==> config.mk <==
export PLATFORM = sky130hd
export DESIGN_NAME = i_cache
export DESIGN_NICKNAME = d
export VERILOG_FILES = /design/src/rtl/i_cache.sv
export SDC_FILE = /design/constraint.sdc
export NUM_CORES = 1
export LEC_CHECK = 0
export ABC_CLOCK_PERIOD_IN_PS = 3500
export CORE_AREA = 10 10 304 306
export DETAILED_ROUTE_END_ITERATION = 10
export DIE_AREA = 0 0 314 316
export GPL_ROUTABILITY_DRIVEN = 0
export GPL_TIMING_DRIVEN = 0
export PLACE_DENSITY_LB_ADDON = 0.2
export RECOVER_POWER = 50
export SLEW_MARGIN = 20
export SYNTH_ARGS = -nofsm -noshare
export SYNTH_HDL_FRONTEND = slang
export SYNTH_SLANG_ARGS = --single-unit
==> constraint.sdc <==
create_clock -name clk -period 3.5 [get_ports clk]
set_input_delay 0.7 -clock clk [delete_from_list [all_inputs] [get_ports clk]]
set_output_delay 0.7 -clock clk [all_outputs]
set_load 0.1 [all_outputs]
==> src/rtl/i_cache.sv <==
// rtl/i_cache.sv - direct-mapped instruction cache with line fill from memory
//
// Ports:
//   clk, reset_n              clock, asynchronous active-low reset
//   i_readM, i_address        CPU fetch request and word address
//   i_data, i_ready           fetched word, valid in the same cycle as a hit
//   mem_readM, mem_address    line-fill read request and word address
//   mem_data, mem_valid       fill word from memory and its strobe
//   flush                     invalidate every line, aborts a fill in progress
//   hit_count, miss_count     wrapping fetch hit / miss counters
module i_cache #(
  parameter int WORD_SIZE  = 16,
  parameter int LINES      = 8,
  parameter int LINE_WORDS = 4
) (
  input  logic                 clk,
  input  logic                 reset_n,
  input  logic                 i_readM,
  input  logic [WORD_SIZE-1:0] i_address,
  output logic [WORD_SIZE-1:0] i_data,
  output logic                 i_ready,
  output logic                 mem_readM,
  output logic [WORD_SIZE-1:0] mem_address,
  input  logic [WORD_SIZE-1:0] mem_data,
  input  logic                 mem_valid,
  input  logic                 flush,
  output logic [15:0]          hit_count,
  output logic [15:0]          miss_count
);

  localparam int OFF_W = $clog2(LINE_WORDS);
  localparam int IDX_W = $clog2(LINES);
  localparam int TAG_W = WORD_SIZE - IDX_W - OFF_W;

  typedef enum logic {IDLE, FILL} state_t;

  state_t               state;
  logic [LINES-1:0]     valid;
  logic [TAG_W-1:0]     tag_mem  [LINES];
  logic [WORD_SIZE-1:0] data_mem [LINES*LINE_WORDS];

  logic [TAG_W-1:0]     fill_tag;
  logic [IDX_W-1:0]     fill_idx;
  logic [OFF_W-1:0]     fill_cnt;

  logic [TAG_W-1:0]     req_tag;
  logic [IDX_W-1:0]     req_idx;
  logic [OFF_W-1:0]     req_off;
  logic                 hit;
  logic                 fill_last;
  logic                 fill_we;

  assign req_tag = i_address[WORD_SIZE-1 -: TAG_W];
  assign req_idx = i_address[OFF_W +: IDX_W];
  assign req_off = i_address[OFF_W-1:0];

  // Hits are only reported from IDLE, so a line being filled can never hit
  // early even though its tag may already match.
  assign hit = (state == IDLE) && i_readM && valid[req_idx] &&
               (tag_mem[req_idx] == req_tag);

  assign fill_last = (fill_cnt == OFF_W'(LINE_WORDS - 1));
  assign fill_we   = (state == FILL) && mem_valid && !flush;

  always_comb begin
    i_ready     = hit;
    i_data      = '0;
    mem_readM   = 1'b0;
    mem_address = '0;
    if (hit) begin
      i_data = data_mem[{req_idx, req_off}];
    end
    if (state == FILL) begin
      mem_readM   = 1'b1;
      mem_address = {fill_tag, fill_idx, fill_cnt};
    end
  end

  // Tag and data storage: no reset, validity is carried by the valid bits.
  always_ff @(posedge clk) begin
    if (fill_we) begin
      data_mem[{fill_idx, fill_cnt}] <= mem_data;
      if (fill_last) begin
        tag_mem[fill_idx] <= fill_tag;
      end
    end
  end

  always_ff @(posedge clk or negedge reset_n) begin
    if (!reset_n) begin
      state      <= IDLE;
      valid      <= '0;
      fill_tag   <= '0;
      fill_idx   <= '0;
      fill_cnt   <= '0;
      hit_count  <= '0;
      miss_count <= '0;
    end else begin
      if (hit) begin
        hit_count <= hit_count + 16'd1;
      end
      // flush wins over both a pending miss and an active fill
      if (flush) begin
        valid    <= '0;
        state    <= IDLE;
        fill_cnt <= '0;
      end else begin
        case (state)
          IDLE: begin
            if (i_readM && !hit) begin
              fill_tag   <= req_tag;
              fill_idx   <= req_idx;
              fill_cnt   <= '0;
              miss_count <= miss_count + 16'd1;
              state      <= FILL;
            end
          end
          FILL: begin
            if (mem_valid) begin
              if (fill_last) begin
                valid[fill_idx] <= 1'b1;
                fill_cnt        <= '0;
                state           <= IDLE;
              end else begin
                fill_cnt <= fill_cnt + OFF_W'(1);
              end
            end
          end
          default: state <= IDLE;
        endcase
      end
    end
  end

endmodule

==> impl_metrics.py <==
metrics = {
    "setup_path": {
        "critPathMaxFanout": 10,
        "worstSetupEndpointType": "primary output",
        "start_kind": "input pin",
        "crit_required_ps": 2800,
        "arrival_ps": 3050,
        "worst-setup-path-type": "input pin to primary output",
    },
    "flow_run": {
        "drv_cap": 1,
    },
    "global_routing": {
        "grt_util_met3_pct": 2.605,
        "busiest_layer": "met2",
        "grt_max_degree": 51,
        "met1_usage_pct": 17.19,
        "grt.total_usage_pct": 12.92,
        "met2_usage_pct": 21.31,
        "grt_overflow_total": 0,
        "grt_pass1_vias": 13200,
        "grt_pass1_wl_um": 93210,
        "antenna_found_initial": 5,
    },
    "sta": {
        "fin_crit_sh_pct": 107.2,
        "setup_tns_ps": -3642,
        "fin_crit_ps": 3753,
        "drv_slew": 33,
        "fin_hold_ws_ps": 464.7,
        "rsz0062_at_grt": "true",
        "fin_skew_ps": 16.05,
        "clock.fmax_ghz": 0.2664,
        "finalHoldViolations": 0,
        "final-setup-viol-count": 17,
        "fin_ws_ps": -253.4,
        "worst_slew_pin_slew_ps": 1515,
        "slew_headroom_pct": -1.017,
    },
    "yosys": {
        "synth_compound_area_share_pct": 0.6707,
        "yosys.area_share.simple_pct": 3.295,
        "ys_seq_area_share_pct": 75.52,
        "syn_inst": 1202,
        "synth_top_cell_area_share_pct": 69.98,
        "synth_mux_area_share_pct": 17.60,
        "synth-seq-cells": 657,
        "yosys.area.top_type": "edfxtp_1",
        "synth_commonest_cells": "edfxtp_1 (600), mux4_2 (174), nor2_1 (65)",
        "syn_nets": 1245,
        "ys_types": 42,
        "syn_area_um2": 25750,
        "ys_warn_count": 0,
        "synth_top_family_by_area": "multiplexers",
        "synth_xor_xnor_area_share_pct": 1.361,
        "postSynthAreaPerCell_um2": 21.42,
        "synth.most_common_cell": "edfxtp_1",
        "synth-edff-count": 600,
        "synthTopCellsByArea": "edfxtp_1 (70%), mux4_2 (15%), dfrtp_1 (5.5%)",
        "synth_fa_ha_area_share_pct": 0.2916,
        "synth_flop_cell": "edfxtp_1",
        "async_flop_share_pct": 8.676,
    },
    "finish": {
        "nets": 1438,
        "fin_area_um2": 31600,
        "drive_gt1_share_pct": 31.61,
        "final_cells": 2609,
        "syn_to_final_growth_pct": 22.72,
    },
    "power": {
        "power.share.clock_pct": 43.9,
        "p_sw_share_pct": 23.00,
        "power_frac_seq_pct": 48.6,
        "combPwrFrac_pct": 7.5,
        "internal_power_mw": 13.98,
        "leakage_nw": 10.24,
        "power.density_nw_per_um2": 574.6,
        "total_power_mw": 18.15,
        "max-vdd-ir-drop_uv": 466.4,
        "switching_power_mw": 4.176,
    },
    "routing": {
        "drc": 0,
        "wl_per_cell_um": 24.93,
        "vias_per_cell": 4.764,
        "drt-pass1-iter-count": 4,
        "wl_um": 65040,
        "ant_nets": 0,
        "num_vias": 12430,
        "drtIter0Drc": 850,
    },
    "cts": {
        "path_clk_slew_ps": 60,
        "h-tree-depth": 3,
        "cts-buffers-inserted": 73,
        "cts_tree": "built",
        "clockRootBuffer": "clkbuf_16",
        "insertion_delay_ps": 610,
        "clockBufferDepth": 3,
        "cts_num_sinks": 657,
    },
    "floorplanning": {
        "design.die.area_um2": 99220,
        "die_h_um": 316,
        "initial_core_util_pct": 29.86,
        "die_w_um": 314,
        "core_area_um2": 86210,
        "io_pins": 103,
        "rows": 108,
    },
    "place": {
        "dp_hpwl_um": 42140,
        "portBuffers": 98,
        "dpl-instance-area_um2": 28690,
        "place_inst": 2465,
    },
    "outcome": {
        "violations": "capacitance limit, slew limit, setup timing",
        "status": "complete, but fails checks",
    },
    "worst_hold_path": {
        "hp-class": "register to register",
    },
}
[power groups by stage]
stage	Sequential, mW	Clock, mW	Combinational, mW
final	8.81	7.97	1.36
after global routing	8.82	8.50	1.45
after CTS	8.81	8.17	1.39
after detailed placement	8.98	0	1.38
after global placement	8.97	0	1.32
after floorplan	9.12	0	0.659
[logic make-up (layout without fill, tap and decap cells)]
group | count (synthesis) | in the layout
AND/OR/NAND/NOR | 168 | 168
flip-flops | 657 | 657
XOR/XNOR | 40 | 40
adder cells (fa/ha/maj) | 6 | 6
other | 0 | 2
multiplexers | 233 | 233
AO/OA/AOI/OAI | 25 | 25
buffers and inverters | 73 | 323
[worst paths after layout]
| check | start | endpoint | slack [ps] | cells past startpoint |
|---|---|---|---|---|
| setup / recovery | i_address[3] | i_data[7] | -250 | 11 |
| hold / removal | miss_count[15]$_DFFE_PN0P_ | miss_count[15]$_DFFE_PN0P_ | 460 | 1 |
| setup reg to reg | tag_mem[0][3]$_DFFE_PP_ | hit_count[1]$_DFFE_PN0P_ | 330 | 9 |
| hold reg to reg | miss_count[15]$_DFFE_PN0P_ | miss_count[15]$_DFFE_PN0P_ | 460 | 1 |
| max in group asynchronous | reset_n | fill_idx[1]$_DFFE_PN0P_ | 1260 | 3 |
| min in group asynchronous | reset_n | fill_tag[5]$_DFFE_PN0P_ | 550 | 2 |
[metrics by stage]
step	setup WS (ps)	util (%)
finish	-253.4	36.65
global route	-348.5	36.64
CTS	-397.4	36.57
detailed placement	-2503	33.28
global placement	-2608	32.88
floorplan	-187.9	-
[layout by cell type, fill, tap and decap left out, drive strengths merged, types with 4 or more instances in the layout]
cell	instances
a22oi	9
edfxtp	600
dfrtp	57
nor2b	4
mux2i	42
and2	18
mux2	17
nand3	10
clkinv	27
nand4	8
and3	16
xnor2	24
ha	6
nor3	8
nor2	65
bufinv	12
inv	15
nand3b	4
mux4	174
buf	65
o22ai	8
dlygate4sd2	12
clkbuf	136
xor2	16
nand2	22
clkdlybuf4s50	51
[registers in the layout (all words and copies together), names as in the netlist]
register	flops
hit_count	16
valid	8
fill_cnt	2
data_mem	512
tag_mem	88
fill_idx	3
state	1
fill_tag	11
miss_count	16
[critical path: stages]
cell	delay, ps
buf_12	110
buf_8	160
mux4_2	510
mux2i_1	170
xnor2_1	150
nor4_4	350
nand3_4	160
clkbuf_16	220
clkbuf_16	190
nor2_4	110
buf_12	180
[routing by layer]
metal | share of wire, % | wire length [µm]
met4 | 2.1 | 1387
met3 | 5.4 | 3492
met2 | 49 | 31710
met5 | 0.031 | 20
met1 | 44 | 28430
[repair_timing]
item | 4_1_cts | 5_1_grt
hold buffers | 1 | 0
pin swaps | 6 | 4
gates cloned | 0 | 2
endpoints found under the setup margin | 61 | 17
setup buffers | 5 | 2
hold endpoints to repair | 7 | 0
gates resized for setup | 229 | 31
[final cells by class]
| class | instances | area (µm²) |
|---|---|---|
| inverter | 13 | 56.30 |
| clock buffer | 89 | 1929 |
| multi-input combinational | 472 | 6426 |
| buffer | 60 | 480.5 |
| antenna | 2 | 5.005 |
| tap | 1155 | 1445 |
| clock inverter | 43 | 556.8 |
| fill | 8047 | 54620 |
| sequential | 657 | 19440 |
| timing repair buffer | 118 | 1252 |
Note: power is estimated with default switching activity, not from simulation.
